### src/rtl/fanfare_gen.sv
// fanfare_gen -- plays a six-note fanfare (G6 C7 E7 G7 E7 G7) on a piezo
// buzzer when the command processor signals that a move has completed.
//
// Ports
//   clk      system clock (50 MHz). All state changes on the rising edge.
//   rst      asynchronous, active-high reset. Aborts playback without a done pulse.
//   go       one-clock request to start the fanfare. It is ignored while playing,
//            and also on the cycle that done is high.
//   piezo    square-wave drive to the buzzer. It is 0 when idle.
//   piezo_n  complement drive. It equals ~piezo while busy and is 0 when idle.
//   busy     high while a fanfare is playing.
//   done     one-clock pulse on the first idle cycle after the last note.
//
// Parameters
//   FAST_SIM   nonzero: the duration counter advances 16 per clock. Zero: 1 per clock.
//   DUR_SHIFT  right-shift applied to every note duration (0 in hardware).
//   PER_SHIFT  right-shift applied to every tone period (0 in hardware).
//              Both shifts let a simulation compress the whole sequence.
module fanfare_gen #(
    parameter int FAST_SIM  = 1,
    parameter int DUR_SHIFT = 0,
    parameter int PER_SHIFT = 0
) (
    input  logic clk,
    input  logic rst,
    input  logic go,
    output logic piezo,
    output logic piezo_n,
    output logic busy,
    output logic done
);

    typedef enum logic [2:0] {
        S_IDLE, S_G6, S_C7, S_E7A, S_G7A, S_E7B, S_G7B
    } state_t;

    localparam logic [25:0] INC = (FAST_SIM != 0) ? 26'd16 : 26'd1;

    // Note durations, in duration-counter units.
    function automatic logic [25:0] note_dur(input state_t s);
        case (s)
            S_G6, S_C7, S_E7A: note_dur = 26'h0800000 >> DUR_SHIFT;
            S_G7A:             note_dur = 26'h0C00000 >> DUR_SHIFT;
            S_E7B:             note_dur = 26'h0400000 >> DUR_SHIFT;
            S_G7B:             note_dur = 26'h1000000 >> DUR_SHIFT;
            default:           note_dur = 26'd1;
        endcase
    endfunction

    // Full tone periods, in clocks.
    function automatic logic [14:0] note_per(input state_t s);
        case (s)
            S_G6:         note_per = 15'd31888 >> PER_SHIFT;
            S_C7:         note_per = 15'd23889 >> PER_SHIFT;
            S_E7A, S_E7B: note_per = 15'd18961 >> PER_SHIFT;
            S_G7A, S_G7B: note_per = 15'd15944 >> PER_SHIFT;
            default:      note_per = 15'd1;
        endcase
    endfunction

    function automatic state_t next_note(input state_t s);
        case (s)
            S_G6:    next_note = S_C7;
            S_C7:    next_note = S_E7A;
            S_E7A:   next_note = S_G7A;
            S_G7A:   next_note = S_E7B;
            S_E7B:   next_note = S_G7B;
            default: next_note = S_IDLE;
        endcase
    endfunction

    state_t      state, state_nx;
    logic [24:0] dcnt, dcnt_nx;
    logic [14:0] pcnt, pcnt_nx;
    logic [25:0] dsum;
    logic        done_nx, busy_nx, tone_nx;

    always_comb begin
        state_nx = state;
        dcnt_nx  = dcnt;
        pcnt_nx  = pcnt;
        done_nx  = 1'b0;
        dsum     = {1'b0, dcnt} + INC;

        if (state == S_IDLE) begin
            // A go that lands on the done cycle is treated as stale.
            if (go && !done) begin
                state_nx = S_G6;
                dcnt_nx  = '0;
                pcnt_nx  = '0;
            end
        end else if (dsum >= note_dur(state)) begin
            state_nx = next_note(state);
            dcnt_nx  = '0;
            pcnt_nx  = '0;
            done_nx  = (state == S_G7B);
        end else begin
            dcnt_nx = dsum[24:0];
            pcnt_nx = (pcnt == note_per(state) - 15'd1) ? '0 : pcnt + 15'd1;
        end

        // The outputs are registered from the next-state values. This way the
        // first cycle of a note already shows the high half of its waveform.
        busy_nx = (state_nx != S_IDLE);
        tone_nx = (pcnt_nx < (note_per(state_nx) >> 1));
    end

    always_ff @(posedge clk or posedge rst) begin
        if (rst) begin
            state   <= S_IDLE;
            dcnt    <= '0;
            pcnt    <= '0;
            piezo   <= 1'b0;
            piezo_n <= 1'b0;
            busy    <= 1'b0;
            done    <= 1'b0;
        end else begin
            state   <= state_nx;
            dcnt    <= dcnt_nx;
            pcnt    <= pcnt_nx;
            piezo   <= busy_nx & tone_nx;
            piezo_n <= busy_nx & ~tone_nx;
            busy    <= busy_nx;
            done    <= done_nx;
        end
    end

endmodule

### config.mk
export PLATFORM = sky130hd
export DESIGN_NAME = fanfare_gen
export DESIGN_NICKNAME = d
export VERILOG_FILES = /design/src/rtl/fanfare_gen.sv
export SDC_FILE = /design/constraint.sdc
export NUM_CORES = 1
export LEC_CHECK = 0
export CORE_MARGIN = 5
export CORE_UTILIZATION = 60
export DETAILED_ROUTE_END_ITERATION = 7
export PLACE_DENSITY = 0.77
export SYNTH_ARGS = -nofsm -noshare
export SYNTH_HDL_FRONTEND = slang
export SYNTH_SLANG_ARGS = --single-unit
### constraint.sdc
create_clock -name clk -period 13.3 [get_ports clk]
set_input_delay 2.66 -clock clk [delete_from_list [all_inputs] [get_ports clk]]
set_output_delay 2.66 -clock clk [all_outputs]
set_load 0.02 [all_outputs]
# Yosys cells after proc, flatten, opt, wreduce, memory -nomap -nowiden
# Cells that the tools add are included.
[totals]
out_inout_bits = 4
elab_cells = 57
memories = 0
ff_bits = 47
romBits = 0
mem_bits_rw = 0
latch_bits = 0
[op_classes]
multipliers = 0
div = 0
muxes = 19
shifts = 0
n_reduce_logical = 9
bitwise_logic = 3
order_cmp = 2
addsub = 3
n_eq_ne = 14
[ops]
columns = ["op", "n"]
rows = [
  ["$pmux 15 s4", 2],
  ["$pmux 25 s4", 1],
  ["$mux 15", 6],
  ["$mux 25", 3],
  ["$add 25x5->26 const B", 1],
  ["$ge 26x26->1", 1],
  ["$mux 26", 1],
  ["$eq 3x3->1 const B", 6],
  ["$add 15x1->15 const B", 1],
  ["$eq 15x15->1", 1],
  ["$lt 15x14->1", 1],
  ["$pmux 3 s5", 1],
  ["$sub 15x1->15 const B", 1],
  ["$eq 3x2->1 const B", 4],
  ["$mux 3", 3],
  ["$reduce_or 2->1", 4],
  ["$eq 3x1->1 const B", 2],
  ["$logic_not 3->1", 1],
  ["$reduce_bool 3->1", 1],
  ["$reduce_or 3->1", 1],
  ["$and 1x1->1", 2],
  ["$mux 1", 2],
  ["$ne 2x1->1 const B", 1],
  ["$logic_and 1x1->1", 1],
  ["other kinds (2)", 2],
]

# Longest topological paths before layout
[logic_depth]
ltp_word = 15
depth_mapped = 29
depth_no_buf = 25

# Worst setup path after synthesis
# Ideal clock, no wire load.
[synth_timing]
path_kind = "input -> register"
startpoint = "input port go"
endpoint = "register piezo"
path_stages = 16
setup_time_ps = 67
required_time_ps = 13233
arrival_ps = 5394
n_path_buf = 2
setup_slack_ps = 7839
cell_sequence = "nand2b_1 -> and2_1 -> clkbuf_1 -> clkbuf_1 -> nand2_1 -> o21ai_0 -> ha_1 -> a21o_1 -> a21o_1 -> a21o_1 -> a21o_1 -> a21o_1 -> a221oi_1 -> o21ai_0 -> a2111oi_2 -> and3_1"
[synth_via]
elab_cells_between_ends = 17
classes_between = "order compare (1); eq/ne (6); mux (5); bitwise (1); reduce/logical (4)"
[synth_rtl]
columns = ["element", "line", "source"]
rows = [
  ["start: declaration", "26", "input logic go,"],
  ["$logic_and 1x1->1", "87", "if (go && !done) begin"],
  ["$mux 15", "87", ""],
  ["$mux 15", "85", "if (state == S_IDLE) begin"],
  ["via pcnt_nx[8]", "74", "logic [14:0] pcnt, pcnt_nx;"],
  ["$lt 15x14->1", "105", "tone_nx = (pcnt_nx < (note_per(state_nx) >> 1));"],
  ["$and 1x1->1", "121", "piezo <= busy_nx & tone_nx;"],
  ["end signal: assignment", "121", ""],
  ["end: declaration", "27", "output logic piezo,"],
]
# The timed path passes the listed nets, and every way through them passes these cells.
# A chain may end at the register's enable or synchronous reset.

# Worst setup path after layout
[layout_timing]
startpoint = "register state[2]"
endpoint = "register piezo"
[layout_via]
elab_chain_cells = 12
elab_cells_between_ends = 37
classes_between = "add/sub (1); order compare (2); eq/ne (13); mux (13); bitwise (1); reduce/logical (7)"
[layout_rtl]
columns = ["element", "line", "source"]
rows = [
  ["start: declaration", "72", "state_t state, state_nx;"],
  ["start signal: assignment", "118", "state <= state_nx;"],
  ["$eq 3x3->1 / $eq 3x2->1 (equally long branches)", "41, 52", ""],
  ["$reduce_or 2->1", "52", "case (s)"],
  ["$pmux 15 s4", "52", ""],
  ["$mux 15", "92", "end else if (dsum >= note_dur(state)) begin"],
  ["$mux 15", "85", ""],
  ["$sub 15x1->15", "99", "pcnt_nx = (pcnt == note_per(state) - 15'd1) ? '0 : pcnt + 15'd1;"],
  ["$eq 15x15->1", "99", ""],
  ["$mux 15", "99", ""],
  ["$mux 15", "92", ""],
  ["$mux 15 *", "85", ""],
  ["via pcnt_nx[7]", "74", ""],
  ["$lt 15x14->1 *", "105", ""],
  ["$and 1x1->1 *", "121", ""],
]
# Mark *: on every way through the listed nets, which the timed path passes. The rest lies on a longest branch. The select of a mux whose other input is x is not followed.

==> metrics.cfg <==
[run_status]
run_status = finished, final reports clean

[detailed_routing]
totalWireLength_um = 8060
detailed_route_drc_error_count = 0
detailedRoute.firstIterationViolations = 183
vias_per_cell = 6.34
via_count = 3043
postRouteAntennaNets = 0
avgRoutedWirePerCell_um = 16.8
drt_pre_antenna_iters = 5

[global_routing]
overflow = 0
largest_net_degree_at_the_start_of_global_routing = 44
grt_pass1_vias = 2842
first_pass_grt_wire_length_um = 13800
grt_use_total = 0.231
grt_antenna_before_repair = 0

[floorplanning]
core-area_um2 = 5510
std_cell_rows = 27
fp.dieArea_um2 = 7270
start_util = 0.617
die_height_um = 85.3
pin_count = 7
overall_die_width_um = 85.3

[synth]
postSynthRegisterBits = 43
post_synth_inst_count = 424
synth_nets = 444
ys_seq_area_frac = 0.317
synth_top_flop_cell = sky130_fd_sc_hd__dfrtp_1
post_synth_instance_area_um2 = 3400
synth_warnings = 0
avgSynthCellArea_um2 = 8.01
ys_types = 65
asyncSetResetFlopFracSynth = 1.00
synth-edff-count = 0

[worst_hold_path]
hold_class = reg -> reg
holdPathStages = 1

[timing]
final_min_period_over_clock_period = 0.460
fin_crit_ns = 6.12
final-setup-viol-count = 0
grt_setup_unrepaired = false
finalHoldViolations = 0
finalMaxSlewViolations = 0
max_slew_margin = 0.474
max_freq_mhz = 164
setup_tns_final_ns = 0
fin_skew_ns = 0.0146
worst_hold_check_slack_ns = 0.545
worst_slew_pin_slew_ns = 0.786

[place]
weighted_congestion_reported_at_the_end_of_routability_driven_placement = 0.890
placed_cells = 472
buffer_ports.inserted = 6
dp_hpwl_um = 5640

[clocking]
post_cts_buffers = 0
cts_num_sinks = 43
cts_tree = yes
hold_buffers = 0
clock_tree.root_cell = sky130_fd_sc_hd__clkbuf_8
clkSlewWorstSetupHoldPaths_ns = 0.09
depth_of_the_cts_h_tree = 2
cts-root-to-sink-buffers = 2
source_to_sink_clock_delay_at_the_later_pin_of_the_worst_skew_pair_ns = 0.30
ctsResizeCount = 0
cts_made_buffers = 5

[layout]
final_layout_size_suffix_gt1_frac = 0.0515
post_layout_nonfiller_instances = 480
antenna_cells_inserted = 0
area.growth.synth_to_final_pct = 4.23
nets = 427

[setup_path]
critical_path.max_fanout = 27
worst_r2r_path_cells = 23
crit_family = compound AO/OA/AOI/OAI gates
max_stage_delay_ns = 0.85
critPathMostFrequentCell = sky130_fd_sc_hd__a21o_1
critical_path_arrival_ns = 6.36
cp_data_required_time_ns = 13.54
worst_path_slowest_cell = sky130_fd_sc_hd__dfrtp_1
critical_path.endpoint_type = register
crit_chain = nor2b_1, inv_1, nand2_1, ha_1, xor2_1, mux2i_1, a32oi_1, o21ai_0, or4b_4, o211ai_4, clkinv_1, nand2_1, o21ai_1, ha_1, a21o_1, a21o_1, a21o_1, a21o_1, a21o_1, a221oi_1, o21ai_0, a2111oi_2, and3_1
critPathBufInv = 2
worst-path-stages = 23
worstSetupPathType = reg -> reg
critical_path.startpoint_type = register

[pwr]
combPwrFrac = 0.014
netSwitchingFraction = 0.205
total_switching_power_uw = 49.4
cell_internal_pwr_uw = 192
seq_power_share = 0.540
power.density_cell_area_nw_per_um2 = 68.2
irDropWorstVdd_v = 0.0000444
share_clk_of_total_power = 0.445
power.leakage_nw = 1.46

[run]
max_capacitance_violation_total = 0

[cells by family (layout without fill, tap and decap cells)]
kind of cell,count (synthesis),after routing,synth area share
simple gates,178,178,0.267
compound gates,124,124,0.244
flops,43,43,0.317
buf+inv,41,25,0.0530
fa+ha+maj,18,18,0.0655
xor+xnor,15,15,0.0387
mux,5,5,0.0151
[metal layers]
layer / routed length (um) / vias up / part of all wire / GRT usage
met5: 0 / - / 0 / 0
met4: 114 / 0 / 0.014 / 0.0734
met3: 274 / 10 / 0.034 / 0.0350
met2: 3960 / 65 / 0.49 / 0.386
met1: 3710 / 1447 / 0.46 / 0.306
li1: - / 1521 / - / -
[path summary, 6_finish.rpt]
kind / startpoint / to / slack (ns)
hold reg to reg: dcnt[19] / dcnt[19] / 0.54
setup reg to reg: state[2] / piezo / 7.18
setup / recovery: state[2] / piezo / 7.18
max in group asynchronous: rst / dcnt[21] / 10.13
hold / removal: dcnt[19] / dcnt[19] / 0.54
min in group asynchronous: rst / dcnt[5] / 2.80
[power groups by stage]
stage,clock [mW],combinational (mW),sequential (mW)
global route,0.116,0.00425,0.131
CTS,0.110,0.00376,0.131
detailed placement,0,0.00376,0.133
floorplan,0,0.00211,0.133
global placement,0,0.00368,0.133
finish,0.108,0.00350,0.131
[layout by cell type (no fill, tap or decap), types with 9 or more instances in the layout]
cell | Yosys | routed
sky130_fd_sc_hd__ha_1 | 17 | 17
sky130_fd_sc_hd__nand3_1 | 24 | 24
sky130_fd_sc_hd__nor2_1 | 25 | 25
sky130_fd_sc_hd__and3_1 | 18 | 18
sky130_fd_sc_hd__o31ai_1 | 12 | 12
sky130_fd_sc_hd__dfrtp_1 | 43 | 43
sky130_fd_sc_hd__o21ai_0 | 47 | 47
sky130_fd_sc_hd__a21o_1 | 9 | 9
sky130_fd_sc_hd__nor3_1 | 11 | 11
sky130_fd_sc_hd__nand2_1 | 57 | 57
sky130_fd_sc_hd__a31oi_1 | 10 | 10
sky130_fd_sc_hd__xnor2_1 | 10 | 10
[final cells by class]
type / instances / area (um^2)
Multi-Input combinational cell: 340 / 2150
Tap cell: 72 / 90.1
Timing Repair Buffer: 9 / 82.6
Clock buffer: 6 / 82.6
Inverter: 8 / 30.0
Sequential cell: 43 / 1080
Fill cell: 473 / 1960
Clock inverter: 2 / 35.0
[cell usage after synthesis, types with 2 or more instances]
master / instances / area (um^2)
sky130_fd_sc_hd__nor3b_1: 3 / 22.5
sky130_fd_sc_hd__nand3_1: 24 / 120
sky130_fd_sc_hd__nor2_1: 25 / 93.8
sky130_fd_sc_hd__buf_1: 2 / 7.51
sky130_fd_sc_hd__a22o_1: 5 / 43.8
sky130_fd_sc_hd__a2111oi_2: 2 / 30.0
sky130_fd_sc_hd__nand2_1: 57 / 214
sky130_fd_sc_hd__nor3_1: 11 / 55.1
sky130_fd_sc_hd__xor2_1: 5 / 43.8
sky130_fd_sc_hd__o21ai_1: 5 / 25.0
sky130_fd_sc_hd__mux2i_1: 4 / 40.0
sky130_fd_sc_hd__xnor2_1: 10 / 87.6
sky130_fd_sc_hd__a31oi_1: 10 / 62.6
sky130_fd_sc_hd__and3_1: 18 / 113
sky130_fd_sc_hd__a21o_1: 9 / 67.6
sky130_fd_sc_hd__inv_1: 7 / 26.3
sky130_fd_sc_hd__buf_2: 12 / 60.1
sky130_fd_sc_hd__o2111a_1: 2 / 22.5
sky130_fd_sc_hd__nor2b_1: 7 / 43.8
sky130_fd_sc_hd__ha_1: 17 / 213
sky130_fd_sc_hd__a221oi_1: 2 / 17.5
sky130_fd_sc_hd__nand2b_1: 4 / 25.0
sky130_fd_sc_hd__nor4_1: 5 / 31.3
sky130_fd_sc_hd__a21oi_1: 8 / 40.0
sky130_fd_sc_hd__or3_1: 6 / 37.5
sky130_fd_sc_hd__a211oi_1: 3 / 22.5
sky130_fd_sc_hd__o211ai_1: 2 / 15.0
sky130_fd_sc_hd__o31ai_1: 12 / 90.1
sky130_fd_sc_hd__dfrtp_1: 43 / 1080
sky130_fd_sc_hd__clkbuf_1: 17 / 63.8
sky130_fd_sc_hd__o41ai_1: 3 / 26.3
sky130_fd_sc_hd__o21ai_0: 47 / 235
sky130_fd_sc_hd__nand4_1: 5 / 31.3
[per-stage QoR]
step	power (mW)	util	worst slack (ns)	area, um^2
global placement	0.137	0.622	7.27	3420
CTS	0.244	0.643	7.27	3540
global route	0.251	0.643	6.75	3540
floorplan	0.135	-	7.84	3400
detailed placement	0.137	0.622	7.18	3420
finish	0.242	0.643	7.18	3540
[sequential cells by signal, summed over array words and instances (netlist names)]
register and count:
piezo 1, state 3, pcnt 15, dcnt 21, done 1, busy 1
piezo_n 1
(Power assumes the default switching activity.)
